`config.mk`:
```
export PLATFORM = sky130hd
export DESIGN_NAME = cmsdk_ahb_sram_arbiter
export DESIGN_NICKNAME = d
export VERILOG_FILES = /design/src/rtl/cmsdk_ahb_sram_arbiter.sv
export SDC_FILE = /design/constraint.sdc
export NUM_CORES = 1
export LEC_CHECK = 0
export BUFFER_PORTS_ARGS = -buffer_cell sky130_fd_sc_hd__buf_4
export CAP_MARGIN = 20
export CORE_UTILIZATION = 25
export DETAILED_ROUTE_END_ITERATION = 8
export PLACE_DENSITY = 0.66
export SETUP_SLACK_MARGIN = 0.15
export SKIP_LAST_GASP = 1
export SYNTH_ARGS = -nofsm -noshare
export SYNTH_HDL_FRONTEND = slang
export SYNTH_SLANG_ARGS = --single-unit
export TNS_END_PERCENT = 30
```
`constraint.sdc`:
```
create_clock -name HCLK -period 2.25 [get_ports HCLK]
set_input_delay 0.1125 -clock HCLK [delete_from_list [all_inputs] [get_ports HCLK]]
set_output_delay 0.1125 -clock HCLK [all_outputs]
set_load 0.005 [all_outputs]
```
`src/rtl/cmsdk_ahb_sram_arbiter.sv`:
```
// Two-master AHB-Lite arbiter in front of a single SRAM slave port.
// A losing address phase is parked in a per-master pending register and replayed later.
module cmsdk_ahb_sram_arbiter #(
   parameter int unsigned AW          = 16,
   parameter int unsigned ROUND_ROBIN = 1
) (
   input  logic            HCLK,
   input  logic            HRESET,
   input  logic [1:0]      HSELM,
   input  logic [2*AW-1:0] HADDRM,
   input  logic [3:0]      HTRANSM,
   input  logic [5:0]      HSIZEM,
   input  logic [1:0]      HWRITEM,
   input  logic [63:0]     HWDATAM,
   input  logic [1:0]      HREADYM,
   output logic [1:0]      HREADYOUTM,
   output logic [63:0]     HRDATAM,
   output logic [1:0]      HRESPM,
   output logic            HSELS,
   output logic [AW-1:0]   HADDRS,
   output logic [1:0]      HTRANSS,
   output logic [2:0]      HSIZES,
   output logic            HWRITES,
   output logic [31:0]     HWDATAS,
   output logic            HREADYS,
   input  logic            HREADYOUTS,
   input  logic [31:0]     HRDATAS,
   input  logic            HRESPS
);

   typedef enum logic [1:0] {
      S_IDLE = 2'd0,
      S_WAIT = 2'd1,
      S_DATA = 2'd2
   } state_t;

   state_t        state [2];
   logic [AW-1:0] pend_addr [2];
   logic [2:0]    pend_size [2];
   logic [1:0]    pend_write;
   logic          last_grant;
   logic [1:0]    live;
   logic [1:0]    req;
   logic [1:0]    gnt;
   logic          unused_trans;

   // Only HTRANS[1] distinguishes an active transfer from IDLE/BUSY.
   assign unused_trans = ^{HTRANSM[2], HTRANSM[0]};

   always_comb begin
      live = '0;
      req  = '0;
      for (int i = 0; i < 2; i++) begin
         live[i] = HSELM[i] & HTRANSM[2*i+1] & HREADYM[i];
         req[i]  = live[i] | (state[i] == S_WAIT);
      end
   end

   // Grants are suppressed under reset so live inputs cannot leak onto the slave.
   always_comb begin
      gnt = 2'b00;
      if (!HRESET && HREADYOUTS) begin
         if (req == 2'b11) begin
            gnt = (ROUND_ROBIN != 0 && !last_grant) ? 2'b10 : 2'b01;
         end else begin
            gnt = req;
         end
      end
   end

   always_comb begin
      HSELS   = |gnt;
      HTRANSS = (|gnt) ? 2'b10 : 2'b00;
      if (gnt[1]) begin
         HADDRS  = (state[1] == S_WAIT) ? pend_addr[1]  : HADDRM[2*AW-1:AW];
         HSIZES  = (state[1] == S_WAIT) ? pend_size[1]  : HSIZEM[5:3];
         HWRITES = (state[1] == S_WAIT) ? pend_write[1] : HWRITEM[1];
      end else begin
         HADDRS  = (state[0] == S_WAIT) ? pend_addr[0]  : HADDRM[AW-1:0];
         HSIZES  = (state[0] == S_WAIT) ? pend_size[0]  : HSIZEM[2:0];
         HWRITES = (state[0] == S_WAIT) ? pend_write[0] : HWRITEM[0];
      end
   end

   always_comb begin
      if (state[0] == S_DATA) begin
         HWDATAS = HWDATAM[31:0];
      end else if (state[1] == S_DATA) begin
         HWDATAS = HWDATAM[63:32];
      end else begin
         HWDATAS = 32'h0;
      end
   end

   // Master-side responses depend only on state, never on the grant.
   always_comb begin
      HREADYOUTM = 2'b11;
      HRESPM     = 2'b00;
      for (int i = 0; i < 2; i++) begin
         case (state[i])
            S_IDLE:  HREADYOUTM[i] = 1'b1;
            S_WAIT:  HREADYOUTM[i] = 1'b0;
            default: HREADYOUTM[i] = HREADYOUTS;
         endcase
         HRESPM[i] = (state[i] == S_DATA) & HRESPS;
      end
   end

   assign HREADYS = HREADYOUTS;
   assign HRDATAM = {HRDATAS, HRDATAS};

   always_ff @(posedge HCLK or posedge HRESET) begin
      if (HRESET) begin
         for (int i = 0; i < 2; i++) begin
            state[i]     <= S_IDLE;
            pend_addr[i] <= '0;
            pend_size[i] <= '0;
         end
         pend_write <= '0;
         last_grant <= 1'b1;
      end else begin
         if (|gnt) begin
            last_grant <= gnt[1];
         end
         for (int i = 0; i < 2; i++) begin
            if (live[i] && !gnt[i]) begin
               pend_addr[i]  <= HADDRM[i*AW +: AW];
               pend_size[i]  <= HSIZEM[3*i +: 3];
               pend_write[i] <= HWRITEM[i];
            end
            case (state[i])
               S_IDLE: begin
                  if (live[i]) state[i] <= gnt[i] ? S_DATA : S_WAIT;
               end
               S_WAIT: begin
                  if (gnt[i]) state[i] <= S_DATA;
               end
               S_DATA: begin
                  if (HREADYOUTS) begin
                     if (!live[i])    state[i] <= S_IDLE;
                     else if (gnt[i]) state[i] <= S_DATA;
                     else             state[i] <= S_WAIT;
                  end
               end
               default: state[i] <= S_IDLE;
            endcase
         end
      end
   end

endmodule

```
==> results summary, run 1 <==
The non-filler instance count after layout came out at 583. Summing all flip-flop and latch instances after layout gives 0.001127 sq mm. The combined area of the multi-input logic cells is 0.001667 sq mm. Averaged over all synthesized cells, the footprint is 11.24 sq um.

The insertion delay of the later-clocked pin in the worst-skew pair is 0.28 ns. The cell count along the critical path is 6. In this run the standard cell core region covers 0.01330 sq mm.

In this design, the largest share of critical-path delay is due to flip-flops. The met1 layer wirelength in the final routing came out at 4181 microns. The number of input and output port buffers inserted is 172. STA classifies the critical path startpoint as a register. The origin of the worst setup path is state[1]$_DFFE_PP0P_. Entering global routing, the biggest net connects 46 pins. Once placement finished, the instance area stood at 0.004397 sq mm. The DRC violation count after routing is 0. The final setup violation count is 0. The met3 wire length is 507 microns. Once the clock tree was built, the setup fixing pass inserted 0 buffers. The fraction of the mapped netlist area in compound gates is 0.1201. In this run the power density over the cells is 763.2 mW/mm^2. The delay of the slowest cell on the worst path is 0.42 ns.

The most numerous cell type found on the critical path is buf_4. The I/O pin count is 272. Of all cell types, the one taking the most synthesized area is dfrtp_1. The initial core utilization came out at 0.2570. The number of diodes is 0. The flow ran to the end, and the final reports show no timing, DRC or antenna violations. After detailed routing, no signal wire sits above met4. The share of synthesized area spent on multiplexers is 0.3295.

The final sum of negative setup slack came out at 0 ns. The post-route antenna net violation count came out at 0. Of the available clock period, the critical path in the final layout requires 0.8787.

The die covers 0.01414 sq mm. The adder and majority cell fraction of the synthesized area came out at 0. The distinct cell type count of the synthesized netlist came out at 32. Setup repair after global routing left no endpoint under its margin. The synthesized netlist net count is 452. The number of fill cells in the layout is 1,348. The number of enable-type register cells in the synthesized netlist came out at 0. The H-tree generated during clock tree synthesis spans 2 levels. Among all flip-flop cells after synthesis, the most frequent one is dfrtp_1.

The worst-case clock buffer depth is 2. IR analysis of the VDD net gives a maximum drop of 0.4033 mV. Following the worst setup path forward leads to its endpoint at HSIZES[2].

The number of hold violations in the final report is 0. The wire length on met2 came out at 4845 microns. The clock-pin slew on the worst setup and hold paths is 0.06 ns. The die span in x came out at 118.9 microns. The violation count after the first detailed-routing iteration is 110. The number of synthesized register bits came out at 45. The critical path capture point type is an output port. The depth of the most critical reg-to-reg path is 5.

TritonCTS built the clock tree. The overall die height came out at 118.9 microns. The simple-gate share of the synthesized area came out at 0.03112.

Summing every instance area after synthesis gives 0.003417 sq mm. The first global-routing pass estimated 15,200 microns of wire. The standby leakage power is 0.002376 uW.

The worst hold-check path type is input port to async pin. The proportion of layout cells with a drive suffix above 1 is 0.5848. Summed over all layers, the global routing overflow is 0. The number of placed instances, taps included is 575. The initial antenna violation count is 0.

For this block, the routed nets add up to 9816 microns of wire. The total global-route track usage came out at 0.1361. By area, the combinational part of the netlist is dominated by multiplexers. In this run the clock root is driven by a clkbuf_16.

The worst path required time is 2.14 ns. The share of the Yosys chip area taken by registers is 0.3299. After synthesis, the share of flip-flops with an asynchronous set or reset is 1.000. After routing the design area is 0.004573 sq mm. The slack of the worst reg-to-reg path is 0.56 ns. The via count normalized by instance count is 4.556.

Derived from the worst setup path, the maximum achievable clock frequency is 505.8 MHz. The number of placement rows is 42. The number of buffer and inverter stages on the critical path came out at 2. At the end of the flow, the number of nets in the layout was 554. By count the netlist is led by 67 x buf_4, 60 x mux2i_1, 44 x dfrtp_1, 33 x a22o_1. The routed layout has 2,656 vias.

The worst flop-to-flop path startpoint is state[1]$_DFFE_PP0P_. After legalization and detailed placement, the total HPWL measured 7528 microns. The final worst clock skew came out at 0.006209 ns. The parity-gate share of the synthesized area counting xor and xnor cells is 0. By instance count, the leading cell after synthesis is buf_4. By area the synthesized netlist is led by dfrtp_1 32%, mux2i_1 18%, buf_4 15%. The average wire per cell in the routed design is 16.84 microns. The shortest clock period the worst path allows after layout is 1.977 ns. Across the run, the number of max-cap violations was 0. The maximum fanout along the worst path came out at 20. The top-area cell type share of the netlist area came out at 0.3222. The max-slew violation count is 0. Synthesis produced a netlist whose cell count is 304.

The final estimated routing congestion in global placement came out at 0.7519. In this run, post-CTS hold repair placed 0 buffers. The worst slew margin relative to its limit is 0.6005. The first TritonRoute pass finished after 4 iterations. The clock sink total came out at 45. The signal on the critical path passes through nand2b_2 > a21oi_1 > nand2_1 > buf_4 > mux2i_1 > buf_4. The arrival time reported for the critical path endpoint is 1.86 ns. From synthesis to final layout, the design area changed by 33.83%. The worst-margin pin slew came out at 0.5992 ns. The critical path start-end classification is register to output port. The yosys synthesis warning count came out at 0. Counting the buffers created by CTS gives 5. The via count of the first global-routing pass is 2,827.

The worst register-to-register path ends at pend_addr[30]$_DFFE_PP0P_. For this design, the slowest cell found on the critical path is dfrtp_1.
-- sequential cells by signal, summed over array words and instances (netlist names) --
name and flops:
pend_write 2, state 4, pend_size 6, last_grant 1, pend_addr 32
-- area by class of cell --
type,count,area share
multi-input combinational,170,0.3644
timing repair buffer,181,0.3007
sequential,45,0.2465
clock buffer,7,0.03119
clock inverter,1,0.006566
inverter,3,0.002462
tap,176,0.04815
-- timing repair --
item                                    in CTS  in global routing
endpoints found under the hold margin        0                  0
gates resized for setup                      0                  1
endpoints found under the setup margin       0                  2
-- metrics by stage --
step	hold slack, ns	setup slack [ns]	power [uW]	utilization
2_1_floorplan	0.2605	0.7242	2095	-
3_3_place_gp	0.2251	0.5825	2623	0.3307
3_5_place_dp	0.2251	0.5265	2663	0.3307
4_1_cts	0.05114	0.2161	3531	0.3437
5_1_grt	0.06200	0.1513	3686	0.3440
6_report	0.01741	0.2730	3490	0.3440
-- worst min path at each step --
| stage | endpoint | start | slack (ns) | cells after the start |
|---|---|---|---|---|
| after floorplan | pend_addr[0]$_DFFE_PP0P_ | HADDRM[16] | 0.26 | 1 |
| after global placement | HRDATAM[19] | HRDATAS[19] | 0.23 | 0 |
| after detailed placement | HRDATAM[19] | HRDATAS[19] | 0.23 | 0 |
| after CTS | pend_addr[26]$_DFFE_PP0P_ | HRESET | 0.05 | 3 |
| after global routing | pend_addr[7]$_DFFE_PP0P_ | HADDRM[23] | 0.06 | 2 |
| final | state[2]$_DFFE_PP0P_ | HRESET | 0.02 | 3 |
-- where the power goes --
part	switching, uW	leakage, uW	internal (uW)
sequential	126	0.000537	1010
clock	297	0.0000841	555
combinational	611	0.00175	887
total	1030	0.00238	2460
-- cells by family after synthesis --
kind of cell    after synthesis
compound gates               48
buf+inv                      89
flops                        45
mux                         100
other cells                   1
simple gates                 21
-- worst register-to-register path: stages, from the launching register on --
cell      delay (ns)
dfrtp_1         0.41
nand2b_2        0.21
a21oi_4         0.08
o21ai_2         0.31
buf_12          0.22
mux2_2          0.36
-- layer usage --
| layer | vias to the layer above | track usage |
|---|---|---|
| li1 | 1227 | - |
| met1 | 1310 | 0.1691 |
| met2 | 86 | 0.2277 |
| met3 | 33 | 0.02490 |
| met4 | 0 | 0.06329 |
| met5 | - | 0 |
-- cell usage in the layout, fill, tap and decap left out, drive strengths merged --
cell type and instances:
a21boi 1, nor2b 2, a221oi 1, bufinv 1
clkbuf 7, nand3 1, mux2 40, dfrtp 44
conb 1, buf 181, nand2 3, nor2 8
o21ai 4, a31oi 2, and3 1, nor3b 1
a21oi 5, o32ai 1, nand2b 4, o22a 1
a22o 33, dfstp 1, and2 1, mux2i 60
inv 3
Power figures use the tool's default switching activity.
==> run 2, diff against run 1 <==
--- a/config.mk
+++ b/config.mk
@@ -5,13 +5,12 @@
 export SDC_FILE = /design/constraint.sdc
 export NUM_CORES = 1
 export LEC_CHECK = 0
-export BUFFER_PORTS_ARGS = -buffer_cell sky130_fd_sc_hd__buf_4
 export CAP_MARGIN = 20
 export CORE_UTILIZATION = 25
 export DETAILED_ROUTE_END_ITERATION = 8
-export PLACE_DENSITY = 0.66
+export DONT_BUFFER_PORTS = 1
+export PLACE_DENSITY = 0.49
 export SETUP_SLACK_MARGIN = 0.15
-export SKIP_LAST_GASP = 1
 export SYNTH_ARGS = -nofsm -noshare
 export SYNTH_HDL_FRONTEND = slang
 export SYNTH_SLANG_ARGS = --single-unit
==> run 2 against run 1 <==
  * Final cell count fell by 22%
  * Design area shrank 19%
  * Setup slack better by 0.094 ns
  * Global-route usage decreased by 0.85 points
  * Utilization down 6.6 points
  * Die area unchanged
  * First-iteration DRC count grew 13%
  * Maximum frequency rose by 5.0%
  * Largest power group is now sequential cells
==> results summary, run 2 (synthesis results as in run 1) <==
The run finished with clean final reports. Setup repair after global routing left no endpoint under its margin. The critical path capture point type is an output port. The clock buffer count from CTS is 5 (unchanged). The worst path required time came out at 2.14 ns (about the same).

The number of nets in the layout is 427 (-23%). The post-route antenna net violation count came to 0 (unchanged). The violation count after the first detailed-routing iteration came out at 124 (+13%).

The power per cell area came to 808.4 mW/mm^2 (+5.9%). The number of fill cells in the layout came out at 1,378 (+2.2%). The highest clock frequency the design can meet is 531.1 MHz (+5.0%). The power dissipated by switching net loads was 949.2 uW (-8.2%). The die span in x came out at 118.9 microns (unchanged). The worst slew margin relative to its limit is 0.6027 (+0.002133). The final worst clock skew is 0.002458 ns (-0.003751 ns).

Counting flops per register, the top entry is pend_addr. The wire length of the first global-routing pass is 13,570 microns (-11%). The slack of the worst reg-to-reg path is 0.50 ns (-0.06 ns). The peak supply drop is 0.4516 mV (+12%). The largest net degree at the start of global routing is 46 (unchanged). The initial antenna violation count came to 0 (unchanged).

The final sum of negative setup slack is 0 ns (unchanged). The internal power is 2038 uW (-17%). The largest registers in the layout are pend_addr x32, pend_size x6, state x4. The core footprint came out at 0.01330 sq mm (unchanged). Leaving out fill and tap cells, the most frequent cell in the layout is mux2i_1. The worst setup path is launched from a register. The detailed-route wire length is 9121 microns (-7.1%).

The number of placed instances, taps included came out at 406 (-29%). The worst-margin pin slew came to 0.5960 ns (-0.003200 ns). The proportion of power drawn by the clock network came to 0.245 (about the same). The I/O pin count is 272 (unchanged). The combined area of the multi-input logic cells is 0.001667 sq mm (unchanged).

The final estimated routing congestion in global placement came out at 0.7487 (-0.43%). The remaining global-route overflow is 0 (unchanged). The switching share of total power is 0.3178 (+0.02153). The DRC violation count after routing came to 0 (unchanged).

The max-slew violation count is 0 (unchanged). The maximum fanout along the worst path came out at 24 (+20%). The part of the power in combinational logic is 0.372 (-0.057). The signed area change from the synthesized netlist to the final layout is 8.129%. The number of hold violations in the final report came out at 0 (unchanged).

The via count normalized by instance count was 4.835 (+6.1%). The arrival time reported for the critical path endpoint came out at 1.77 ns (-0.09 ns). The overall die height came out at 118.9 microns (unchanged). The total global-route track usage is 0.1277 (-0.008477). The via count is 2,200 (-17%). The number of input and output port buffers inserted is 0 (-100%).

The worst hold-check path type is input port to register. The half-perimeter wire length of the detailed placement result came to 6775 microns (-10%). The shortest clock period the worst path allows after layout came to 1.883 ns (-0.09420 ns). In the layout the commonest cells are 60 x mux2i_1, 44 x dfrtp_1, 42 x dlygate4sd3_1. The proportion of layout cells with a drive suffix above 1 came out at 0.2437 (-0.3410). The insertion delay of the later-clocked pin in the worst-skew pair is 0.28 ns (about the same). The clock sink total came to 45 (unchanged). The worst-case clock buffer depth came to 2 (unchanged). The number of optimization iterations in the first detailed-route pass was 4 (unchanged).

The depth of the CTS H-tree was 2 (unchanged). The non-filler instance count after layout came out at 455 (-22%). The initial core utilization came to 0.2570 (unchanged). The register area came out at 0.001127 sq mm (unchanged). The power after layout came out at 2987 uW (-14%). The standby leakage power came out at 0.001703 uW (-28%).

The number of flip-flops under the largest register name was 32 (unchanged). The final setup violation count is 0 (unchanged). The sequential power share is 0.383 (+0.056).

The clock tree from TritonCTS is built. The via count of the first global-routing pass came to 2,284 (-19%). The average wire per cell in the routed design is 20.05 microns (+19%). The final period utilization was 0.8368 (-0.04187). The number of placement rows is 42 (unchanged). Clock tree synthesis selected as its root buffer the cell clkbuf_16. The number of diodes is 0 (unchanged). The clock-pin slew on the worst setup and hold paths is 0.06 ns (about the same).

The count of maximum capacitance violations came out at 0 (unchanged). The full die area is 0.01414 sq mm (unchanged). The critical path in this run is classified as register to output port.
-- run 2: area by class of cell --
cell class                 instances  share of cell area
multi-input combinational        170              0.4511
sequential                        45              0.3051
timing repair buffer              54              0.1426
tap                              176             0.05960
clock buffer                       7             0.03860
inverter                           3            0.003048
-- run 2: repair_timing --
| action | CTS | global route |
|---|---|---|
| hold buffers | 42 | 0 |
| hold endpoints to repair | 85 | 0 |
| setup endpoints to repair | 0 | 20 |
| buffers inserted | 0 | 0 |
| resized for setup | 0 | 2 |
-- run 2: final timing paths --
kind,from,to,depth (start not counted)
max reg2reg,last_grant$_DFFE_PP1P_,pend_addr[12]$_DFFE_PP0P_,4
min in group asynchronous,HRESET,pend_addr[14]$_DFFE_PP0P_,3
min reg2reg,pend_addr[26]$_DFFE_PP0P_,pend_addr[26]$_DFFE_PP0P_,1
max in group asynchronous,HRESET,pend_addr[20]$_DFFE_PP0P_,3
max,state[3]$_DFFE_PP0P_,HWDATAS[20],5
min,HREADYOUTS,state[3]$_DFFE_PP0P_,2
-- run 2: per-layer routing --
metal	vias up	part of all wire	wire, microns	GRT usage
li1	970	-	-	-
met1	1092	0.42	3829	0.1636
met2	110	0.45	4102	0.1904
met3	28	0.11	993	0.04885
met4	0	0.021	195	0.05380
met5	-	0	0	0
-- run 2: worst max-delay path: stages (launching register included) --
cell and delay, ns:
dfrtp_1 0.44, nor2b_2 0.19, buf_4 0.17, nor2_2 0.13, buf_4 0.28, a22o_1 0.27
-- run 2: power by group through the flow --
stage	Combinational (uW)	Clock, uW	Sequential, uW
global placement	1040	0	1140
CTS	1120	766	1140
global route	1200	794	1170
detailed placement	1070	0	1150
floorplan	980	0	1120
finish	1110	731	1140
-- run 2: per-stage QoR --
step / util / hold WS [ns] / instance area (sq um) / worst slack (ns)
CTS: 0.2774 / 0.04475 / 3689 / 0.1808
finish: 0.2779 / 0.05651 / 3695 / 0.3672
floorplan: - / 0.2605 / 3417 / 0.7242
global route: 0.2779 / 0.07357 / 3695 / 0.2389
detailed placement: 0.2351 / 0.2108 / 3126 / 0.4875
global placement: 0.2351 / 0.2142 / 3126 / 0.4962
